### config.mk
export PLATFORM = sky130hd
export DESIGN_NAME = mem_access_stage
export DESIGN_NICKNAME = d
export VERILOG_FILES = /design/src/rtl/mem_pkg.sv /design/src/rtl/mem_beat_addr_gen.sv /design/src/rtl/mem_access_stage.sv
export SDC_FILE = /design/constraint.sdc
export NUM_CORES = 1
export LEC_CHECK = 0
export BUFFER_PORTS_ARGS = -buffer_cell sky130_fd_sc_hd__buf_2
export CORE_ASPECT_RATIO = 1.4
export CORE_MARGIN = 8
export CORE_UTILIZATION = 45
export CTS_CLUSTER_DIAMETER = 120
export DETAILED_ROUTE_END_ITERATION = 10
export PLACE_DENSITY = 0.69
export SYNTH_ARGS = -nofsm -noshare
export SYNTH_HDL_FRONTEND = slang
export SYNTH_HIERARCHICAL = 1
export SYNTH_SLANG_ARGS = --single-unit
### constraint.sdc
create_clock -name clk -period 11 [get_ports clk]
set_clock_uncertainty 0.2 [all_clocks]
set_input_delay 1.1 -clock clk [delete_from_list [all_inputs] [get_ports clk]]
set_output_delay 1.1 -clock clk [all_outputs]
set_load 0.01 [all_outputs]
### src/rtl/mem_pkg.sv
// -----------------------------------------------------------------------------
// mem_pkg
// Shared definitions for the memory-access pipeline stage and the units that
// reuse its beat address generator.
//   - MEM_* : bit positions inside the 5-bit memory control word
//   - mem_state_t : access FSM states
//   - memwb_t : MEM/WB bundle handed to the writeback stage
// -----------------------------------------------------------------------------
package mem_pkg;

  localparam int MEM_RD   = 0;
  localparam int MEM_WR   = 1;
  localparam int MEM_VEC  = 2;
  localparam int MEM_BYTE = 3;

  typedef enum logic [1:0] {
    S_IDLE   = 2'd0,
    S_ACCESS = 2'd1,
    S_DONE   = 2'd2
  } mem_state_t;

  typedef struct packed {
    logic [1:0]  wb;
    logic [31:0] res_alu;
    logic [31:0] rdata;
    logic [3:0]  dest;
  } memwb_t;

endpackage

### src/rtl/mem_beat_addr_gen.sv
// -----------------------------------------------------------------------------
// mem_beat_addr_gen
// Purely combinational byte address for one beat of a multi-beat access.
//   base   : access base address
//   stride : vector stride in bytes (used only when vec=1)
//   beat   : beat index
//   vec    : 1 = strided vector access, 0 = consecutive bytes
//   addr   : base + beat*step, wrapping modulo 2^ADDR_W
// -----------------------------------------------------------------------------
module mem_beat_addr_gen #(
  parameter int ADDR_W = 16,
  parameter int BEAT_W = 2
) (
  input  logic [ADDR_W-1:0] base,
  input  logic [7:0]        stride,
  input  logic [BEAT_W-1:0] beat,
  input  logic              vec,
  output logic [ADDR_W-1:0] addr
);

  logic [ADDR_W-1:0] step;
  logic [ADDR_W-1:0] idx;

  assign step = vec ? ADDR_W'(stride) : ADDR_W'(1);
  assign idx  = ADDR_W'(beat);
  // Truncation to ADDR_W bits gives the required address wrap.
  assign addr = base + idx * step;

endmodule

### src/rtl/mem_access_stage.sv
// -----------------------------------------------------------------------------
// mem_access_stage
// Consumes the EX/MEM bundle and performs the data-memory access over a
// byte-wide req/ack port, then emits the MEM/WB bundle with a valid strobe.
//   clk, rst_n         : clock, asynchronous active-low reset
//   mem_in, wb_in, r1_in, r2_in, res_alu_in, dest_in, in_valid : EX/MEM bundle
//   stall_out          : upstream must hold its bundle while high
//   mem_req/we/addr/wdata, mem_ack/rdata : byte memory port
//   wb_out, res_alu_out, rdata_out, dest_out, out_valid : MEM/WB bundle
//   err_out            : pulses with out_valid for an illegal control word
//
// Handshake: a memory beat completes on a rising edge where mem_req and
// mem_ack are both high; mem_addr/mem_we/mem_wdata stay stable until then.
// An upstream bundle is taken on a rising edge in IDLE with in_valid high.
// -----------------------------------------------------------------------------
module mem_access_stage #(
  parameter int ADDR_W = 16,
  parameter int BEATS  = 4
) (
  input  logic              clk,
  input  logic              rst_n,
  input  logic [4:0]        mem_in,
  input  logic [1:0]        wb_in,
  input  logic [31:0]       r1_in,
  input  logic [31:0]       r2_in,
  input  logic [31:0]       res_alu_in,
  input  logic [3:0]        dest_in,
  input  logic              in_valid,
  output logic              stall_out,
  output logic              mem_req,
  output logic              mem_we,
  output logic [ADDR_W-1:0] mem_addr,
  output logic [7:0]        mem_wdata,
  input  logic              mem_ack,
  input  logic [7:0]        mem_rdata,
  output logic [1:0]        wb_out,
  output logic [31:0]       res_alu_out,
  output logic [31:0]       rdata_out,
  output logic [3:0]        dest_out,
  output logic              out_valid,
  output logic              err_out
);
  import mem_pkg::*;

  localparam int BEAT_W = $clog2(BEATS);

  // 32-bit data over a byte port fixes the beat count; the stride is 8 bits.
  if (BEATS != 4 || ADDR_W <= 8) begin : g_bad_param
    $error("mem_access_stage: BEATS must be 4 and ADDR_W must exceed 8");
  end

  mem_state_t        state_q, state_d;
  logic [BEAT_W-1:0] beat_q, beat_d;
  logic [31:0]       rdata_q, rdata_d;
  logic [1:0]        cap_wb_q, cap_wb_d;
  logic [31:0]       cap_res_q, cap_res_d;
  logic [3:0]        cap_dest_q, cap_dest_d;
  logic [7:0]        cap_stride_q, cap_stride_d;
  logic [31:0]       cap_wdata_q, cap_wdata_d;
  logic              cap_wr_q, cap_wr_d;
  logic              cap_vec_q, cap_vec_d;
  logic              cap_byte_q, cap_byte_d;
  memwb_t            out_q, out_d;
  logic              out_valid_q, out_valid_d;
  logic              err_q, err_d;

  logic              in_rd, in_wr, in_access;
  logic [BEAT_W-1:0] last_beat;
  logic [31:0]       rdata_merge;
  logic [ADDR_W-1:0] beat_addr;
  logic              unused_ok;

  assign in_rd     = mem_in[MEM_RD];
  assign in_wr     = mem_in[MEM_WR];
  assign in_access = in_rd ^ in_wr;
  assign unused_ok = ^{r1_in[31:8], mem_in[4]};

  // Vector wins over byte: only a non-vector byte access is a single beat.
  assign last_beat = (cap_byte_q && !cap_vec_q) ? '0 : BEAT_W'(BEATS - 1);

  mem_beat_addr_gen #(.ADDR_W(ADDR_W), .BEAT_W(BEAT_W)) u_addr_gen (
    .base   (cap_res_q[ADDR_W-1:0]),
    .stride (cap_stride_q),
    .beat   (beat_q),
    .vec    (cap_vec_q),
    .addr   (beat_addr)
  );

  always_comb begin
    rdata_merge = rdata_q;
    rdata_merge[{beat_q, 3'b000} +: 8] = mem_rdata;
  end

  // Port outputs are derived from the state so they read 0 outside ACCESS.
  assign mem_req   = (state_q == S_ACCESS);
  assign mem_we    = mem_req && cap_wr_q;
  assign mem_addr  = mem_req ? beat_addr : '0;
  assign mem_wdata = mem_we ? cap_wdata_q[{beat_q, 3'b000} +: 8] : 8'h00;
  // Stall must be visible in the capture cycle so upstream holds the next one.
  assign stall_out = (state_q == S_ACCESS) ||
                     (state_q == S_IDLE && in_valid && in_access);

  always_comb begin
    state_d      = state_q;
    beat_d       = beat_q;
    rdata_d      = rdata_q;
    cap_wb_d     = cap_wb_q;
    cap_res_d    = cap_res_q;
    cap_dest_d   = cap_dest_q;
    cap_stride_d = cap_stride_q;
    cap_wdata_d  = cap_wdata_q;
    cap_wr_d     = cap_wr_q;
    cap_vec_d    = cap_vec_q;
    cap_byte_d   = cap_byte_q;
    out_d        = out_q;
    out_valid_d  = 1'b0;
    err_d        = 1'b0;
    case (state_q)
      S_IDLE: begin
        if (in_valid) begin
          if (in_access) begin
            cap_wb_d     = wb_in;
            cap_res_d    = res_alu_in;
            cap_dest_d   = dest_in;
            cap_stride_d = r1_in[7:0];
            cap_wdata_d  = r2_in;
            cap_wr_d     = in_wr;
            cap_vec_d    = mem_in[MEM_VEC];
            cap_byte_d   = mem_in[MEM_BYTE];
            beat_d       = '0;
            rdata_d      = '0;
            state_d      = S_ACCESS;
          end else begin
            // No-op or illegal read+write: forward the bundle directly.
            out_d       = '{wb: wb_in, res_alu: res_alu_in, rdata: 32'h0, dest: dest_in};
            out_valid_d = 1'b1;
            err_d       = in_rd && in_wr;
            state_d     = S_DONE;
          end
        end
      end
      S_ACCESS: begin
        if (mem_ack) begin
          if (!cap_wr_q) begin
            rdata_d = rdata_merge;
          end
          if (beat_q == last_beat) begin
            out_d       = '{wb: cap_wb_q, res_alu: cap_res_q,
                            rdata: cap_wr_q ? 32'h0 : rdata_merge, dest: cap_dest_q};
            out_valid_d = 1'b1;
            state_d     = S_DONE;
          end else begin
            beat_d = beat_q + 1'b1;
          end
        end
      end
      S_DONE:  state_d = S_IDLE;
      default: state_d = S_IDLE;
    endcase
  end

  always_ff @(posedge clk or negedge rst_n) begin
    if (!rst_n) begin
      state_q      <= S_IDLE;
      beat_q       <= '0;
      rdata_q      <= '0;
      cap_wb_q     <= '0;
      cap_res_q    <= '0;
      cap_dest_q   <= '0;
      cap_stride_q <= '0;
      cap_wdata_q  <= '0;
      cap_wr_q     <= 1'b0;
      cap_vec_q    <= 1'b0;
      cap_byte_q   <= 1'b0;
      out_q        <= '0;
      out_valid_q  <= 1'b0;
      err_q        <= 1'b0;
    end else begin
      state_q      <= state_d;
      beat_q       <= beat_d;
      rdata_q      <= rdata_d;
      cap_wb_q     <= cap_wb_d;
      cap_res_q    <= cap_res_d;
      cap_dest_q   <= cap_dest_d;
      cap_stride_q <= cap_stride_d;
      cap_wdata_q  <= cap_wdata_d;
      cap_wr_q     <= cap_wr_d;
      cap_vec_q    <= cap_vec_d;
      cap_byte_q   <= cap_byte_d;
      out_q        <= out_d;
      out_valid_q  <= out_valid_d;
      err_q        <= err_d;
    end
  end

  assign wb_out      = out_q.wb;
  assign res_alu_out = out_q.res_alu;
  assign rdata_out   = out_q.rdata;
  assign dest_out    = out_q.dest;
  assign out_valid   = out_valid_q;
  assign err_out     = err_q;

endmodule

==> results of run 1 <==
==> area by class of cell <==
| class | count | area (µm²) | area share |
|---|---|---|---|
| clock buffers | 17 | 425.4 | 0.03768 |
| clock inverters | 15 | 224.0 | 0.01984 |
| multi-input cells | 730 | 4486 | 0.3973 |
| flip-flops and latches | 189 | 4730 | 0.4189 |
| well taps | 260 | 325.3 | 0.02881 |
| inverters | 19 | 71.32 | 0.006317 |
| repair buffers | 200 | 1030 | 0.09120 |
==> routing by layer <==
| layer | vias to the layer above | global-route usage | share of wire |
|---|---|---|---|
| li1 | 3646 | - | - |
| met1 | 3619 | 0.2206 | 0.41 |
| met2 | 189 | 0.3352 | 0.51 |
| met3 | 40 | 0.05748 | 0.059 |
| met4 | 8 | 0.08175 | 0.028 |
| met5 | - | 0 | 0.0021 |
==> power by group through the flow <==
stage	Clock, µW	Sequential [µW]	Combinational (µW)
after floorplan	0	1110	859
after global placement	0	1120	1190
after detailed placement	0	1130	1220
after CTS	701	1120	1230
after global routing	727	1150	1340
final	683	1120	1200
==> cell usage in the layout (no fill, tap or decap), drive strengths merged, types with 9 or more instances in the layout <==
master,count
a21oi,20
mux2,62
ha,24
nand2,374
inv,27
nor2,36
buf,199
nor2b,11
nand3,9
clkbuf,18
and3,22
and2,21
xnor2,12
a22o,32
dfrtp,189
o21ai,10
mux2i,9
==> worst max path at each step <==
stage,endpoint,slack (ns),cells after the start
after floorplan,mem_addr[13],6.46,17
after global placement,mem_addr[15],5.73,17
after detailed placement,mem_addr[15],5.62,16
after CTS,mem_addr[13],5.12,16
after global routing,mem_addr[13],4.71,17
final,mem_addr[15],5.15,16
==> cells in the mapped netlist, types with 2 or more instances <==
cell / number / share of area
buf_1: 5 / 0.0020
a21o_1: 6 / 0.0047
and3_1: 22 / 0.014
o211ai_1: 6 / 0.0047
a22oi_1: 8 / 0.0063
a211oi_1: 2 / 0.0016
a22o_1: 32 / 0.029
o31ai_1: 8 / 0.0063
dfrtp_1: 189 / 0.50
and2_1: 21 / 0.014
nand2b_1: 3 / 0.0020
fa_1: 2 / 0.0042
buf_2: 12 / 0.0063
mux2_2: 40 / 0.047
xor2_1: 4 / 0.0037
a21oi_1: 19 / 0.010
o21ai_0: 5 / 0.0026
o22ai_1: 2 / 0.0013
o21a_1: 3 / 0.0024
buf_6: 7 / 0.0083
nor3_1: 3 / 0.0016
ha_1: 24 / 0.031
nand3b_1: 3 / 0.0024
nand3_1: 9 / 0.0047
mux2_1: 22 / 0.026
mux2i_1: 8 / 0.0084
o21ai_1: 5 / 0.0026
nor2b_1: 11 / 0.0072
mux4_2: 8 / 0.019
nand2_1: 373 / 0.15
xnor2_1: 12 / 0.011
a32oi_1: 8 / 0.0073
clkbuf_1: 27 / 0.011
nor3b_2: 2 / 0.0026
inv_1: 18 / 0.0071
nor2_1: 34 / 0.013
o21bai_1: 2 / 0.0016
==> cell families after synthesis <==
family | after synthesis | share of synthesized area
mux | 79 | 0.1029
compound gates | 115 | 0.09368
xor+xnor | 16 | 0.01469
buf+inv | 71 | 0.03542
simple gates | 494 | 0.2217
fa+ha+maj | 26 | 0.03569
flops | 189 | 0.4959
==> worst max-delay path, stage by stage (launching register included) <==
cell and delay (ns):
dfrtp_1 0.95, and2_1 0.24, ha_1 0.17, inv_1 0.07, fa_1 0.47, nor2b_1 0.14
o21a_1 0.16, o21ai_1 0.10, a211oi_1 0.34, ha_1 0.28, nand3_1 0.17, nand2b_1 0.20
a31oi_2 0.26, o211ai_1 0.14, xnor2_1 0.13, and2_1 0.16, buf_2 0.14
==> stage by stage <==
step	util	power, µW
after floorplan	-	1965
after global placement	0.5075	2314
after detailed placement	0.5075	2355
after CTS	0.5385	3047
after global routing	0.5385	3226
final	0.5385	3005
==> state kept, by name, summed over array words and instances (netlist names), 4 cells and up <==
register and count:
cap_dest_q 4, cap_res_q 32, cap_stride_q 8, cap_wdata_q 32
dest_out 4, rdata_out 32, rdata_q 32, res_alu_out 32
==> results by stage, run 1 <==
STA:
- The pin slew with the least headroom to its limit is 1.019 ns.
- The final total negative setup slack is 0 ns.
- The minimum setup slack in the final design is 5.147 ns.
- Setup violations remaining at the end of the flow were counted as 0.
- The final critical path time including I/O delays and setup is 5.853 ns.
- Dividing the final minimum period by the clock period gives 0.5321.
- Setup repair after global routing left no endpoint under its margin.
- The number of endpoints with negative hold slack in the final report is 0.
- The count of final max-slew check failures came to 0.
- The worst hold-check slack is 0.2689 ns.
- Based on the critical path, the design can be clocked at up to 0.1709 GHz.
- The worst max-slew margin expressed relative to the limit is 0.3209.

Final layout:
- The number of antenna diodes in the final layout is 0.
- Counting the fill cells in the layout gives 1,917.
- The finished layout holds 1,430 standard cells, fillers aside.
- Of the cells placed in the final design, the portion with a size suffix greater than 1 is 0.2573.
- The finished cells cover 11,290 µm².
- After the last flow step, the layout net total stands at 1,302.
- The area overhead of the layout relative to synthesis is 18.39%.

Worst setup path:
- The type of origin of the critical path is a register.
- The endpoint of the worst register-to-register path is res_alu_out[22]$_DFFE_PN0P_.
- In this run the critical register-to-register path is launched from beat_q[1]$_DFFE_PN0P_.
- The most critical setup path has its startpoint at beat_q[1]$_DFFE_PN0P_.
- Data on the critical path is required at its endpoint by 9.70 ns.
- The number of cells traversed by the worst register-to-register path is 5.
- For flop-to-flop paths, the worst setup slack is 7.50 ns.
- Of all nets on the critical path, the largest fanout is 24.
- The arrival time reported for the critical path endpoint is 4.55 ns.
- The kind of end point of the critical path is an output port.
- The critical path is of the reg2out type.

Global routing:
- The pin count of the biggest net entering global routing is 126.
- The first-pass GRT wire length is 40,560 µm.
- The global route total overflow is 0.
- The number of global-route vias before repair is 7,745.
- The initial antenna violation count was 4.
- Across every metal layer, demand over resource in global routing totals 0.1943.

Clock network:
- The number of sinks handled by clock tree synthesis is 189.
- The number of CTS-inserted buffers is 17.
- For this design, the CTS-stage hold fixing added 0 buffers.
- The maximum level of the CTS H-tree is 4.
- The post-CTS setup repair buffer count is 0.
- After clock tree synthesis, the clock-pin slew on the worst setup and hold paths is 0.07 ns.
- The TritonCTS clock tree is built.
- The maximum buffer depth of the clock tree is 2.
- The number of cells upsized or downsized after cts is 0.
- The tree is rooted in a clkbuf_16.
- The clock latency of the later-clocked register in the worst-skew pair is 0.44 ns.

Place:
- Detailed placement finished with a half-perimeter wire length of 17,400 µm.
- The pre-CTS setup slack is 5.619 ns.
- The count of input and output buffers is 192.
- At the end of routability-driven placement, the weighted congestion stood at 0.7852.
- The cell count after placement is 1,398.
- The placed standard-cell area is 10,640 µm².

Hold path:
- The kind of path behind the tightest hold check is reg2reg.
- The number of cells on the worst hold path is 2.
- The end of the worst hold path is cap_stride_q[0]$_DFFE_PN0P_.
- The startpoint of the tightest hold check path is cap_stride_q[0]$_DFFE_PN0P_.

Detailed routing:
- The first detailed-routing pass took 4 iterations.
- In the routed layout, each cell is associated on average with a via count of 5.246.
- The final wirelength is 24,830 µm.
- For this run, design rule violations remaining after detail routing come to 0.
- After the first detailed-routing iteration, the DRC count stood at 363.
- After detailed routing, the average wire length per cell comes to 17.36 µm.
- The number of vias after detailed routing is 7,502.
- The count of nets left with antenna violations once routing finished came out at 0.

Floorplan:
- The area inside the core boundary is 20,970 µm².
- The starting density of the core is 0.4548.
- The row count is 63.
- The floorplan step set the die width to 139.0 µm.
- During I/O placement, the number of pins put on the boundary was 218.
- The die is 188.3 µm tall.
- The area of the die is 26,170 µm².

Logic synthesis:
- The sequential cell area fraction in the yosys report is 0.4959.
- The total standard cell area after synthesis is 9537 µm².
- The number of different library cells in the post-synthesis netlist is 62.
- The total of flip-flops plus latches after synthesis is 189.
- The number of flops mapped to enable cells by yosys is 0.
- After technology mapping, the gate count stands at 990.
- Counting flops with an async set or reset pin after synthesis yields a share of 1.000.
- During synthesis, Yosys emitted a total of 6 warnings.
- The net count of the mapped netlist is 1,135.
- The mean post-synth cell area is 9.633 µm².
- The top flip-flop cell by instance count after synthesis is dfrtp_1.

Pwr:
- The power dissipated by switching net loads is 1167 µW.
- Dividing total power by cell area gives a power density of 266.1 nW/µm².
- The clock network power share is 0.227.
- The static leakage is 0.006020 µW.
- The combinational power share is 0.401.
- The peak supply drop is 0.0001489 V.
- The internal power contribution is 1838 µW.
- The power share of the sequential group is 0.372.
- The switching power as a share of total power is 0.3884.

Flow run:
- The tool flagged a number of max-cap violations equal to 0.

Outcome:
- The flow ran to the end, and the final reports show no timing, DRC or antenna violations.
(Power assumes the default switching activity.)
==> run 2: changes to the inputs <==
==> constraint.sdc (replaced) <==
create_clock -name clk -period 6 [get_ports clk]
set_clock_uncertainty 0.2 [all_clocks]
set_input_delay 0.6 -clock clk [delete_from_list [all_inputs] [get_ports clk]]
set_output_delay 0.6 -clock clk [all_outputs]
set_load 0.01 [all_outputs]
==> results by stage, run 2 (synthesis results as in run 1) <==
Outcome:
- The flow ran to the end, and the final reports show no timing, DRC or antenna violations.

Worst setup path:
- The setup path with the least slack is of type reg2out.
- In this run the register-to-register setup slack is 2.82 ns.
- The number of cells on the worst reg-to-reg path is 5.
- The beginning of the worst register-to-register path is cap_vec_q$_DFFE_PN0P_.
- The kind of end point of the critical path is an output port.
- The required time of the critical path is 5.20 ns.
- The endpoint of the worst register-to-register path is res_alu_out[5]$_DFFE_PN0P_.
- STA classifies the critical path startpoint as a register.
- At the worst endpoint, the arrival time is 4.08 ns.
- The peak fanout along the critical path is 17.

Clock network:
- The maximum level of the CTS H-tree is 4.
- In this run, post-CTS repair resized a total of 0 instances.
- The clock passes through at most 2 buffers.
- TritonCTS created 17 clock buffers.
- The clock reaches the later pin of the worst-skew pair after 0.42 ns.
- TritonCTS built the clock tree.
- The post-CTS setup repair buffer count is 0.
- The cell at the root of the clock tree is clkbuf_16.
- The number of sinks handled by clock tree synthesis is 189.
- After clock tree synthesis, the flow added hold-fix buffers numbering 1.
- The clock transition at the registers of the reported paths is 0.08 ns.

Flow run:
- The tool flagged a number of max-cap violations equal to 0.

Place:
- The cell count after placement is 1,400.
- The count of input and output buffers is 192.
- The routability congestion estimate from global placement is 0.7938.
- The HPWL after detailed placement is 17,420 µm.

STA:
- The worst max-slew margin expressed relative to the limit is 0.3572.
- The number of endpoints with negative hold slack in the final report came to 0.
- The count of final max-slew check failures is 0.
- The final total negative setup slack is 0 ns.
- Setup repair after global routing left no endpoint under its margin.
- After layout, the minimum clock period comes to 4.877 ns.
- Based on the critical path, the design can be clocked at up to 0.2050 GHz.
- The pin slew with the least headroom to its limit is 0.9641 ns.
- The count of endpoints failing setup in the final report is 0.
- Dividing the final minimum period by the clock period gives 0.8129.

Pwr:
- IR analysis of the VDD net gives a maximum drop of 0.0002579 V.
- For this design the ratio of total power to cell area is 476.9 nW/µm².
- The static leakage is 0.006000 µW.

Final layout:
- Summing all multi-input logic gate instances after layout gives 4486 µm².
- The count of cells in the finished layout, fillers not included, comes to 1,434.
- Fill cells in the final layout number 1,968.
- Compared with the post-synthesis result, the final layout area differs by 17.90%.
- The library cell used most frequently in the layout, excluding fill and tap cells, is nand2_1.
- The total number of nets in the final design is 1,305.
- Registers take 4730 µm².
- In the final layout, the share of cells above drive strength 1 is 0.2583.
- At the end of the flow the core is filled with cells to 0.5362.
- In the layout the commonest cells are nand2_1, buf_2, dfrtp_1.

Global routing:
- Global routing finished with a remaining overflow of 0.
- Entering global routing, the biggest net connects 85 pins.
- The first global-routing pass estimated 40,520 µm of wire.
- The number of global-route vias before repair is 7,693.
- The initial antenna violation count is 4.
- The all-layer global routing usage is 0.1927.

Floorplan:
- The die covers 26,170 µm².
- The area inside the core boundary is 20,970 µm².
- The height of the die is 188.3 µm.
- The die is 139.0 µm wide.
- The starting density of the core is 0.4548.
- In this run the core area contains 63 standard-cell rows.
- Pin placement for this block handled 218 I/O pins.

Detailed routing:
- The average detailed-routed wire length per instance is 17.16 µm.
- The final wirelength is 24,610 µm.
- The number of design-rule violations left by the first detailed-router iteration is 299.
- The routed layout has 7,514 vias.
- The number of optimization iterations in the first detailed-route pass is 4.
- After detailed routing, the number of remaining DRC violations is 0.
- After detailed routing, the number of vias per cell comes to 5.240.
- The count of antenna-violating nets left after detailed routing is 0.

Hold path:
- The number of cells on the worst hold path is 3.
- The kind of path behind the tightest hold check is in2reg.
- The end of the worst hold path is cap_wdata_q[15]$_DFFE_PN0P_.
- The startpoint identified for the worst hold timing path is r2_in[15].
==> run 2: cell types whose count changed in the layout (fill, tap and decap cells not counted) <==
cell,before,now
inv_6,4,2
clkinv_8,0,2
dlygate4sd3_1,0,1
bufinv_16,4,0
buf_4,8,10
clkinv_2,0,2
diode_2,0,1
inv_8,4,5
clkinv_4,1,2
==> run 2: final cells by class <==
| class | instances | area share |
|---|---|---|
| tap | 260 | 0.02893 |
| antenna | 1 | 0.0002226 |
| sequential | 189 | 0.4207 |
| clock inverter | 15 | 0.01324 |
| inverter | 19 | 0.006343 |
| clock buffer | 17 | 0.03784 |
| multi-input combinational | 730 | 0.3990 |
| timing repair buffer | 203 | 0.09381 |
==> run 2: power breakdown <==
group	switching, µW	internal (µW)
clock network	543	554
logic	1310	942
registers	298	1720
total	2150	3210
==> run 2: worst max path at each step <==
stage	from	to	slack (ns)	depth (start not counted)
2_1_floorplan	cap_vec_q$_DFFE_PN0P_	mem_addr[13]	1.96	17
3_3_place_gp	cap_vec_q$_DFFE_PN0P_	mem_addr[15]	1.60	17
3_5_place_dp	cap_vec_q$_DFFE_PN0P_	mem_addr[15]	1.56	17
4_1_cts	cap_vec_q$_DFFE_PN0P_	mem_addr[15]	1.08	17
5_1_grt	cap_vec_q$_DFFE_PN0P_	mem_addr[15]	0.67	18
6_report	cap_vec_q$_DFFE_PN0P_	mem_addr[15]	1.12	16
==> run 2: through the flow <==
| stage | hold slack, ns | instance area, µm² | setup slack [ns] | total power, µW |
|---|---|---|---|---|
| floorplan | 0.1044 | 9537 | 1.960 | 3602 |
| global placement | 0.2517 | 10660 | 1.601 | 4260 |
| detailed placement | 0.2577 | 10660 | 1.559 | 4322 |
| CTS | 0.1358 | 11240 | 1.077 | 5440 |
| global route | 0.1467 | 11240 | 0.6674 | 5781 |
| finish | 0.1548 | 11240 | 1.123 | 5362 |
==> run 2: layer usage <==
layer / vias to the layer above / GRT usage / wire [µm]
met5: - / 0 / 37
met4: 6 / 0.08090 / 728
met3: 50 / 0.05470 / 1432
met2: 199 / 0.3226 / 12130
met1: 3608 / 0.2286 / 10280
li1: 3651 / - / -
==> run 2: worst max-delay path, cell delays in order (launching register included) <==
cell,delay [ns]
dfrtp_1,0.59
and3_1,0.23
ha_1,0.17
inv_1,0.07
fa_1,0.45
nor2b_1,0.12
o21a_1,0.16
o21ai_1,0.10
a211oi_1,0.31
ha_1,0.26
nand3_1,0.18
nand2b_1,0.20
a31oi_2,0.24
o211ai_1,0.15
xnor2_1,0.13
and2_1,0.15
buf_2,0.14
